==> config.mk <==
export PLATFORM = sky130hd
export DESIGN_NAME = alu_share_arbiter
export DESIGN_NICKNAME = d
export VERILOG_FILES = /design/src/rtl/alu_share_arbiter.sv
export SDC_FILE = /design/constraint.sdc
export NUM_CORES = 1
export LEC_CHECK = 0
export CAP_MARGIN = 0
export CORE_MARGIN = 1.5
export CORE_UTILIZATION = 38
export DETAILED_ROUTE_END_ITERATION = 6
export GPL_TIMING_DRIVEN = 0
export PLACE_DENSITY = 0.8
export SETUP_SLACK_MARGIN = 0.15
export SYNTH_ARGS = -nofsm -noshare
export SYNTH_HDL_FRONTEND = slang
export SYNTH_SLANG_ARGS = --single-unit
export TNS_END_PERCENT = 50
==> constraint.sdc <==
create_clock -name clk -period 2.1 [get_ports clk]
set_input_delay 0.42 -clock clk [delete_from_list [all_inputs] [get_ports clk]]
set_output_delay 0.42 -clock clk [all_outputs]
set_load 0.01 [all_outputs]
==> src/rtl/alu_share_arbiter.sv <==
// Round-robin sharing of one combinational NOT/SHR ALU between two requesters.
// Accept -> one ISSUE cycle -> result held on the response channel until taken.
module alu_share_arbiter #(
   parameter int W = 7
) (
   input  logic         clk,
   input  logic         reset,
   input  logic         req0_valid,
   output logic         req0_ready,
   input  logic [W-1:0] req0_a,
   input  logic [W-1:0] req0_b,
   input  logic         req0_op,
   input  logic         req1_valid,
   output logic         req1_ready,
   input  logic [W-1:0] req1_a,
   input  logic [W-1:0] req1_b,
   input  logic         req1_op,
   output logic [W-1:0] alu_a,
   output logic [W-1:0] alu_b,
   output logic         alu_op,
   input  logic [W-1:0] alu_y,
   output logic         resp_valid,
   input  logic         resp_ready,
   output logic [W-1:0] resp_data,
   output logic         resp_id,
   output logic         busy
);

   typedef enum logic [1:0] {
      IDLE  = 2'd0,
      ISSUE = 2'd1,
      RESP  = 2'd2
   } state_t;

   state_t state;
   logic   last_grant;
   logic   cap_id;
   logic   grant0;
   logic   grant1;

   // On a tie the requester that did not win last time goes first.
   always_comb begin
      grant0 = req0_valid & (~req1_valid | last_grant);
      grant1 = req1_valid & (~req0_valid | ~last_grant);
   end

   assign req0_ready = (state == IDLE) & grant0;
   assign req1_ready = (state == IDLE) & grant1;

   // The ALU operand registers double as the capture registers: loaded on
   // accept, presented for the single ISSUE cycle, then cleared.
   always_ff @(posedge clk or posedge reset) begin
      if (reset) begin
         state      <= IDLE;
         last_grant <= 1'b1;
         cap_id     <= 1'b0;
         alu_a      <= '0;
         alu_b      <= '0;
         alu_op     <= 1'b0;
         resp_valid <= 1'b0;
         resp_data  <= '0;
         resp_id    <= 1'b0;
         busy       <= 1'b0;
      end else begin
         case (state)
            IDLE: begin
               if (grant0 | grant1) begin
                  cap_id     <= grant1;
                  last_grant <= grant1;
                  alu_a      <= grant1 ? req1_a  : req0_a;
                  alu_b      <= grant1 ? req1_b  : req0_b;
                  alu_op     <= grant1 ? req1_op : req0_op;
                  busy       <= 1'b1;
                  state      <= ISSUE;
               end
            end
            ISSUE: begin
               resp_data  <= alu_y;
               resp_id    <= cap_id;
               resp_valid <= 1'b1;
               alu_a      <= '0;
               alu_b      <= '0;
               alu_op     <= 1'b0;
               state      <= RESP;
            end
            RESP: begin
               if (resp_ready) begin
                  resp_valid <= 1'b0;
                  busy       <= 1'b0;
                  state      <= IDLE;
               end
            end
            default: begin
               alu_a      <= '0;
               alu_b      <= '0;
               alu_op     <= 1'b0;
               resp_valid <= 1'b0;
               busy       <= 1'b0;
               state      <= IDLE;
            end
         endcase
      end
   end

endmodule

==> flow_metrics.tcl, run 1 <==
set metrics [dict create \
    status "completed" \
    clk_path_buf_depth 2 \
    antennaDiodeCount 0 \
    synth-compound-area-share_pct 17.3 \
    report.final.slew_viol_count 0 \
    port_buffers 68 \
    hold_viol 0 \
    post-route-drc-count 0 \
    grt_pass1_wl_mm 5.40 \
    clk_pin_slew_worst_paths_ns 0.08 \
    met1_length_mm 1.35 \
    powerDensity_mw_per_mm2 1360 \
    p_switching_w 0.000951 \
    cts_root_buf "clkbuf_4" \
    synth_cell_types 22 \
    placedCellCount 205 \
    holdPathEnd "last_grant$_DFFE_PP1P_" \
    gp_congestion 0.753 \
    vias 1145 \
    post-route-period-util_pct 97.7 \
    dpl.hpwl_mm 2.43 \
    rrSetupSlack_ns 0.41 \
    p_int_w 0.00197 \
    die_area_mm2 0.00357 \
    routedWlPerCell_um 15.7 \
    drt_iter0_markers 50 \
    postLayoutSetupSlackWorst_ns 0.0481 \
    synth_nets 135 \
    relSlewSlack_pct 29.2 \
    required_ns 1.68 \
    post-place-ws_ns -0.801 \
    initial_core_util_pct 40.1 \
    synth_top_family_by_area "compound AO/OA/AOI/OAI gates" \
    p_leak_nw 0.985 \
    hp-class "reg2reg" \
    grt_max_degree 30 \
    crit_fanout 2 \
    fillCellCount 233 \
    h-tree-depth 2 \
    pwr-share-clk_pct 11.5 \
    top_layer_used "met4" \
    final_nets 223 \
    clock_latency_ns 0.33 \
    overflow 0 \
    rsz0062_at_grt "true" \
    core_mm2 0.00305 \
    drt_first_pass_iters 4 \
    area_growth_pct 75.1 \
    synthXorXnorAreaFrac_pct 0 \
    viasPerCell 5.09 \
    first_global_vias 1173 \
    wirelength_mm 3.53 \
    synthTopCellsByArea "dfrtp_1 57%, a221o_1 12%, and3_1 7.7%" \
    syn_inst 93 \
    worstHoldStart "last_grant$_DFFE_PP1P_" \
    p_comb_share_pct 53.9 \
    fmax_ghz 0.487 \
    cts_buffers 5 \
    worst_pin_slew_ns 1.06 \
    synth_top_area_share_pct 57.2 \
    synth-simple-area-share_pct 12.9 \
    antenna_found_initial 0 \
    synthMuxAreaShare_pct 7.35 \
    whs_path_depth 2 \
    r2r_start "state[0]$_DFFE_PP0P_" \
    swShare_pct 32.6 \
    rows 20 \
    cts_tree "yes" \
    track_usage_pct 21.2 \
    worstSetupPathType "reg2out" \
    route.met3.wl_um 245 \
    worst_r2r_endpoint "alu_a[5]$_DFFE_PP0P_" \
    cap_violations 0 \
    cts-hold-fix-buffers 0 \
    fin_util_pct 70.2 \
    seq_area_frac_synth_pct 59.3 \
    layout-drive-gt1-share_pct 23.2 \
    finalClockSkew_ns 0.0103 \
    netlist_area_mm2 0.00122 \
    synth_largest_area_cell "dfrtp_1" \
    endpoint_kind "output port" \
    critPathLaunchType "flop" \
    setup_viol 0 \
    cts_sinks 29 \
    arrival_ns 1.63 \
    met2_length_mm 1.86 \
    synth-adder-area-share_pct 0 \
    rr_worst_depth 7 \
    post-route-min-period_ns 2.05 \
    max-vdd-ir-drop_uv 626 \
    syn_area_per_cell_um2 13.2 \
    io-pin-count 69 \
    fp.dieH_um 59.8 \
    seqPwrFrac_pct 34.6 \
    ant_nets 0 \
    whs_ns 0.481 \
    synth-seq-cells 29 \
    crit_start "state[0]$_DFFE_PP0P_" \
    fin_cells 225 \
    dieWidth_um 59.8 \
    ys_warn_count 0 \
]
Yosys cell counts:
cell type / number
a21o_1: 2
o21a_1: 1
buf_2: 1
o21ai_0: 1
o21bai_1: 1
nor3b_2: 1
inv_1: 3
buf_6: 1
nor3_1: 1
mux2_2: 8
or3b_4: 1
nor2_1: 2
o21ba_2: 1
nor2b_1: 1
and2_1: 1
a221o_1: 15
dfrtp_1: 28
clkbuf_1: 3
dfstp_2: 1
nand2_1: 4
and3_1: 15
a21oi_4: 1
layout by cell type (no fill, tap or decap), drive strengths merged:
cell type | netlist | layout
clkbuf | 3 | 10
a21oi | 1 | 1
and3 | 15 | 15
nor2 | 2 | 2
and2 | 1 | 1
o21a | 1 | 1
nor2b | 1 | 1
o21ba | 1 | 1
dlygate4sd2 | 0 | 2
a221o | 15 | 15
dfrtp | 28 | 28
a21o | 2 | 2
o21bai | 1 | 1
nand2 | 4 | 4
clkdlybuf4s50 | 0 | 64
mux2 | 8 | 8
o21ai | 1 | 1
nor3 | 1 | 1
inv | 3 | 3
dfstp | 1 | 1
buf | 2 | 17
nor3b | 1 | 1
or3b | 1 | 1
registers in the layout (all words and copies together) (netlist names):
signal / count
alu_a: 7
alu_b: 7
alu_op: 1
busy: 1
cap_id: 1
last_grant: 1
resp_data: 7
resp_id: 1
resp_valid: 1
state: 2
area by class of cell:
type                            instances  area [um^2]  area share, %
Inverter                                3         11.3          0.525
Multi-Input combinational cell         56          470           21.9
Buffer                                  5         41.3           1.93
Tap cell                               44         55.1           2.57
Timing Repair Buffer                   81          782           36.5
Sequential cell                        29          729           34.0
Clock buffer                            7         55.1           2.57
how the worst max path moves through the flow:
stage | endpoint | slack (ns) | cells past startpoint
after CTS | req0_ready | 0.06 | 5
after detailed placement | req1_ready | -0.80 | 5
after floorplan | req0_ready | 0.48 | 3
after global routing | req0_ready | -0.005 | 5
final | req0_ready | 0.05 | 5
after global placement | req1_ready | -0.74 | 5
stage by stage:
step | instance area, um^2 | setup TNS (ns) | power (W)
finish | 2140 | 0 | 0.00292
global route | 2140 | -0.00494 | 0.00310
global placement | 1960 | -1.35 | 0.00234
detailed placement | 1960 | -1.57 | 0.00238
CTS | 2130 | 0 | 0.00290
floorplan | 1220 | 0 | 0.00166
timing repair:
item,CTS,global route
endpoints found under the setup margin,2,2
buffers inserted,12,1
resized for setup,21,2
pin swaps,3,1
worst max-delay path: stages (launching register included):
cell and delay [ns]:
dfrtp_2 0.43, buf_6 0.12, or3b_4 0.41, a21oi_4 0.15
buf_6 0.12, buf_6 0.09
logic make-up after synthesis:
logic type / count (synthesis)
AOI/OAI and AO/OA: 22
buffers and inverters: 8
DFF: 29
muxes: 8
and+or+nand+nor: 26
routing by layer:
| metal | vias up | global-route usage, % |
|---|---|---|
| met5 | - | 0 |
| met4 | 0 | 9.84 |
| met3 | 7 | 8.23 |
| met2 | 54 | 34.8 |
| met1 | 556 | 24.3 |
| li1 | 528 | - |
power by group through the flow:
stage	Sequential (W)	Combinational (W)	Clock (W)
final	0.00101	0.00157	0.000337
after global routing	0.00104	0.00168	0.000378
after CTS	0.00101	0.00155	0.000345
after detailed placement	0.00103	0.00135	0
after global placement	0.00101	0.00132	0
after floorplan	0.00113	0.000534	0
(Power assumes the default switching activity.)
==> run 2: changes to the inputs <==
ABC_AREA = 1   (was unset)
CORE_UTILIZATION = 40   (was 38)
PLACE_DENSITY = 0.79   (was 0.8)
==> flow_metrics.tcl, run 2 <==
set metrics [dict create \
    status "completed" \
    clock_latency_ns 0.32 \
    seq_area_frac_synth_pct 50.1 \
    use_met1_pct 26.0 \
    finalClockSkew_ns 0.0115 \
    vias 1478 \
    synth_commonest_cells "53 x nand3_1, 48 x nand2_1, 36 x inv_1" \
    cts_tree "yes" \
    synthArstFlopShare_pct 100 \
    track_usage_pct 20.2 \
    layout-drive-gt1-share_pct 11.0 \
    post-route-min-period_ns 1.82 \
    drt_iter0_markers 54 \
    clk_path_buf_depth 2 \
    synth_top_area_share_pct 48.3 \
    arrival_ns 1.40 \
    wirelength_mm 3.68 \
    busiest_layer "met2" \
    post-route-period-util_pct 86.7 \
    post-route-drc-count 0 \
    use_met2_pct 33.6 \
    powerDensity_mw_per_mm2 1170 \
    die_area_mm2 0.00400 \
    endpoint_kind "output port" \
    ys.flop_type "dfrtp_1" \
    top_regs "alu_a x7, alu_b x7, resp_data x7" \
    groute.layer.met3.usage_pct 6.25 \
    synth_cell_types 15 \
    layout_common_cells "64 x clkdlybuf4s50_1, 52 x nand3_1, 48 x nand2_1, 35 x inv_1, 28 x dfrtp_1" \
    cts_root_buf "clkbuf_4" \
    clk_pin_slew_worst_paths_ns 0.09 \
    worst_pin_slew_ns 1.09 \
    antenna_found_initial 0 \
    post_dp_cell_area_mm2 0.00219 \
    area_growth_pct 58.7 \
    grt_max_degree 30 \
    yosysMostFrequentCell "nand3_1" \
    critPathLaunchType "flop" \
    h-tree-depth 2 \
    fmax_ghz 0.549 \
    grt_pass1_wl_mm 6.38 \
    setup_viol 0 \
    ant_nets 0 \
    worstSetupPathType "reg2out" \
    viasPerCell 4.65 \
    post-route-cell-area_mm2 0.00230 \
    first_global_vias 1397 \
    synthTopCellsByArea "dfrtp_1 48%, nand3_1 18%, nand2_1 12%" \
    synth_edf_count 0 \
    cts_buffers 5 \
    routedWlPerCell_um 11.6 \
    cts_sinks 29 \
    gp_congestion 0.794 \
    rsz0062_at_grt "false" \
    syn_inst 192 \
    dpl.hpwl_mm 2.62 \
    hp-class "reg2reg" \
    fp.dieH_um 63.2 \
    netlist_area_mm2 0.00145 \
    synth_nets 234 \
    core_mm2 0.00342 \
    crit_fanout 3 \
    ys_warn_count 0 \
    p_total_w 0.00269 \
    overflow 0 \
    fillCellCount 316 \
    syn_area_per_cell_um2 7.55 \
    port_buffers 68 \
    io-pin-count 69 \
    dieWidth_um 63.2 \
    max-vdd-ir-drop_uv 581 \
    drt_first_pass_iters 4 \
    relSlewSlack_pct 27.2 \
    cap_violations 0 \
    rows 21 \
    p_leak_nw 1.21 \
    required_ns 1.68 \
    report.final.slew_viol_count 0 \
    initial_core_util_pct 42.5 \
    hold_viol 0 \
    antennaDiodeCount 0 \
    final_common_cell "clkdlybuf4s50_1" \
    cts-hold-fix-buffers 0 \
    synth-seq-cells 29 \
    multi_input_area_um2 541 \
    final_nets 313 \
    synth_largest_area_cell "dfrtp_1" \
    final-seq-area_um2 727 \
]
-- run 2: changes by cell type after synthesis, sizes merged, moves of 5 or more --
cell   before  now
nor2        2    7
mux2        8    0
nand3       0   53
buf         2    8
a221o      15    0
o21ai       1    6
inv         3   37
and3       15    0
nand2       4   50
-- run 2: cell type report --
class                   instances  area share (%)
multi-input cells             117            23.5
clock inverters                 3           0.761
plain buffers                   9            3.21
inverters                      37            6.04
repair buffers                 72            30.8
clock buffers                   5            1.63
well taps                      46            2.50
flip-flops and latches         29            31.6
-- run 2: per-layer routing --
metal,share of wire [%],routed length (um)
met4,0,0
met5,0,0
met3,7.0,256
met2,47,1740
met1,46,1690
-- run 2: path summary, 6_finish.rpt --
kind                                       endpoint  cells after the start                     start  slack [ns]
hold / removal             resp_data[6]$_DFFE_PP0P_                      2  resp_data[6]$_DFFE_PP0P_        0.47
setup reg to reg               alu_b[1]$_DFFE_PP0P_                      7    last_grant$_DFFE_PP1P_        0.72
setup / recovery                         req1_ready                      5    last_grant$_DFFE_PP1P_        0.28
max in group asynchronous      alu_b[3]$_DFFE_PP0P_                      2                     reset        0.76
min in group asynchronous      alu_a[5]$_DFFE_PP0P_                      2                     reset        0.67
hold reg to reg            resp_data[6]$_DFFE_PP0P_                      2  resp_data[6]$_DFFE_PP0P_        0.47
-- run 2: what timing repair did --
action	4_1_cts	5_1_grt
endpoints found under the setup margin	2	2
gates resized for setup	14	4
buffers inserted	1	3
pin swaps	1	0
-- run 2: kinds of logic (layout without fill, tap and decap cells) --
kind of cell	count (synthesis)	in the layout	share of synthesized area (%)
AO/OA/AOI/OAI	7	7	2.67
buffers and inverters	46	126	13.3
flip-flops	29	29	50.1
AND/OR/NAND/NOR	110	110	33.9
-- run 2: worst max-delay path: stages, from the launching register on --
cell	delay, ns
dfstp_2	0.56
nand2_4	0.06
buf_8	0.13
nand3_2	0.08
inv_1	0.04
clkdlybuf4s15_2	0.21
-- run 2: through the flow --
stage / setup TNS [ns] / cells / hold WS [ns] / worst slack, ns / utilization (%)
3_5_place_dp: -0.749 / 306 / 0.458 / -0.438 / 64.1
6_report: 0 / 318 / 0.475 / 0.280 / 67.4
4_1_cts: 0 / 315 / 0.482 / 0.123 / 66.4
2_1_floorplan: 0 / 192 / 0.490 / 0.711 / -
3_3_place_gp: -0.730 / 306 / 0.453 / -0.422 / 64.1
5_1_grt: 0 / 318 / 0.510 / 0.183 / 67.4
-- run 2: report_power, final --
group          internal, W  total [W]  switching, W
Sequential        0.000816   0.000952      0.000136
Clock             0.000126   0.000327      0.000201
Combinational     0.000702    0.00141      0.000705
Total              0.00164    0.00269       0.00104
==> run 3: changes to the inputs <==
CORE_MARGIN = 4   (was 1.5)
==> flow_metrics.tcl, run 3 (synthesis results as in run 2) <==
set metrics [dict create \
    finalClockSkew_ns 0.00897 \
    core_mm2 0.00342 \
    drt_iter0_markers 71 \
    vias 1471 \
    rsz0062_at_grt "true" \
    fp.dieH_um 68.2 \
    hold_viol 0 \
    relSlewSlack_pct 28.0 \
    post-route-drc-count 0 \
    viasPerCell 4.67 \
    setup_viol 0 \
    rrSetupSlack_ns 0.81 \
    critPathLaunchType "flop" \
    max-vdd-ir-drop_uv 564 \
    grt_pass1_wl_mm 6.29 \
    post-route-period-util_pct 92.0 \
    holdPathEnd "resp_data[3]$_DFFE_PP0P_" \
    cts_tree "yes" \
    first_global_vias 1383 \
    r2r_start "state[0]$_DFFE_PP0P_" \
    worstSetupPathType "reg2out" \
    antenna_found_initial 0 \
    final_common_cell "clkdlybuf4s50_1" \
    busiest_layer "met2" \
    wirelength_mm 3.85 \
    rr_worst_depth 6 \
    overflow 0 \
    die_area_mm2 0.00465 \
    rows 21 \
    whs_path_depth 2 \
    p_total_w 0.00264 \
    fin_cells 315 \
    powerDensity_mw_per_mm2 1170 \
    layout-drive-gt1-share_pct 9.29 \
    p_comb_share_pct 52.3 \
    arrival_ns 1.51 \
    fin_util_pct 66.3 \
    antennaDiodeCount 0 \
    ant_nets 0 \
    worst_pin_slew_ns 1.08 \
    cts_buffers 5 \
    p_int_w 0.00161 \
    clk_pin_slew_worst_paths_ns 0.09 \
    initial_core_util_pct 42.5 \
    fmax_ghz 0.518 \
    hp-class "reg2reg" \
    endpoint_kind "output port" \
    dieWidth_um 68.2 \
    io-pin-count 69 \
    dpl.hpwl_mm 2.81 \
    clock_latency_ns 0.32 \
    groute.layer.met3.usage_pct 6.40 \
    use_met1_pct 21.9 \
    swShare_pct 38.9 \
    gp_congestion 0.748 \
    cap_violations 0 \
    routedWlPerCell_um 12.2 \
    area_growth_pct 56.1 \
    clk_path_buf_depth 2 \
    use_met2_pct 30.2 \
    worst_r2r_endpoint "alu_b[6]$_DFFE_PP0P_" \
    required_ns 1.68 \
    post-place-ws_ns -0.437 \
    h-tree-depth 2 \
    status "completed" \
    grt_max_degree 30 \
    crit_fanout 10 \
    cts-hold-fix-buffers 0 \
    cts_root_buf "clkbuf_4" \
    p_leak_nw 1.19 \
    post-route-min-period_ns 1.93 \
    whs_ns 0.476 \
    layout_common_cells "64 x clkdlybuf4s50_1, 52 x nand3_1, 48 x nand2_1, 36 x inv_1, 28 x dfrtp_1" \
    port_buffers 68 \
    p_switching_w 0.00103 \
    drt_first_pass_iters 4 \
    track_usage_pct 18.1 \
    seqPwrFrac_pct 35.8 \
    final_nets 310 \
    cts_sinks 29 \
    top_regs "alu_a x7, alu_b x7, resp_data x7" \
    report.final.slew_viol_count 0 \
    postLayoutSetupSlackWorst_ns 0.169 \
    placedCellCount 306 \
    worstHoldStart "resp_data[3]$_DFFE_PP0P_" \
    pwr-share-clk_pct 12.0 \
]
==> run 3: how the worst max path moves through the flow <==
stage / from / to / slack [ns] / depth (start not counted)
2_1_floorplan: req1_valid / req0_ready / 0.71 / 3
3_3_place_gp: req0_valid / req1_ready / -0.43 / 6
3_5_place_dp: req1_valid / req1_ready / -0.44 / 6
4_1_cts: state[0]$_DFFE_PP0P_ / req0_ready / 0.15 / 6
5_1_grt: last_grant$_DFFE_PP1P_ / req1_ready / 0.09 / 5
6_report: last_grant$_DFFE_PP1P_ / req1_ready / 0.17 / 5
==> run 3: area by class of cell <==
cell class	count	area, um^2
fillers	309	1150
clock inverters	2	10.0
inverters	37	139
well taps	46	57.6
clock buffers	6	41.3
flip-flops and latches	29	727
multi-input cells	117	541
plain buffers	9	66.3
repair buffers	69	682
==> run 3: layer usage <==
metal  part of all wire [%]  wire [um]
met1                     44       1710
met2                     47       1800
met3                    7.9        304
met4                   0.96         37
met5                      0          0
==> run 3: what timing repair did <==
action / 4_1_cts / 5_1_grt
pin swaps: 1 / 0
resized for setup: 13 / 1
setup buffers: 1 / 0
setup endpoints to repair: 2 / 2
==> run 3: power groups by stage <==
stage	logic, W	clock network (W)	registers [W]
final	0.00138	0.000316	0.000946
after global routing	0.00154	0.000357	0.000973
after CTS	0.00139	0.000326	0.000946
after detailed placement	0.00139	0	0.000948
after global placement	0.00136	0	0.000944
after floorplan	0.000603	0	0.00104
==> run 3: critical path: stages (launching register included) <==
cell	delay, ns
dfstp_2	0.56
nand2_4	0.09
buf_4	0.20
nand3_2	0.10
inv_1	0.04
clkdlybuf4s15_2	0.21
==> run 3: stage by stage <==
| step | TNS, ns | instance area [um^2] |
|---|---|---|
| floorplan | 0 | 1450 |
| global route | 0 | 2260 |
| global placement | -0.714 | 2190 |
| CTS | 0 | 2270 |
| detailed placement | -0.723 | 2190 |
| finish | 0 | 2260 |
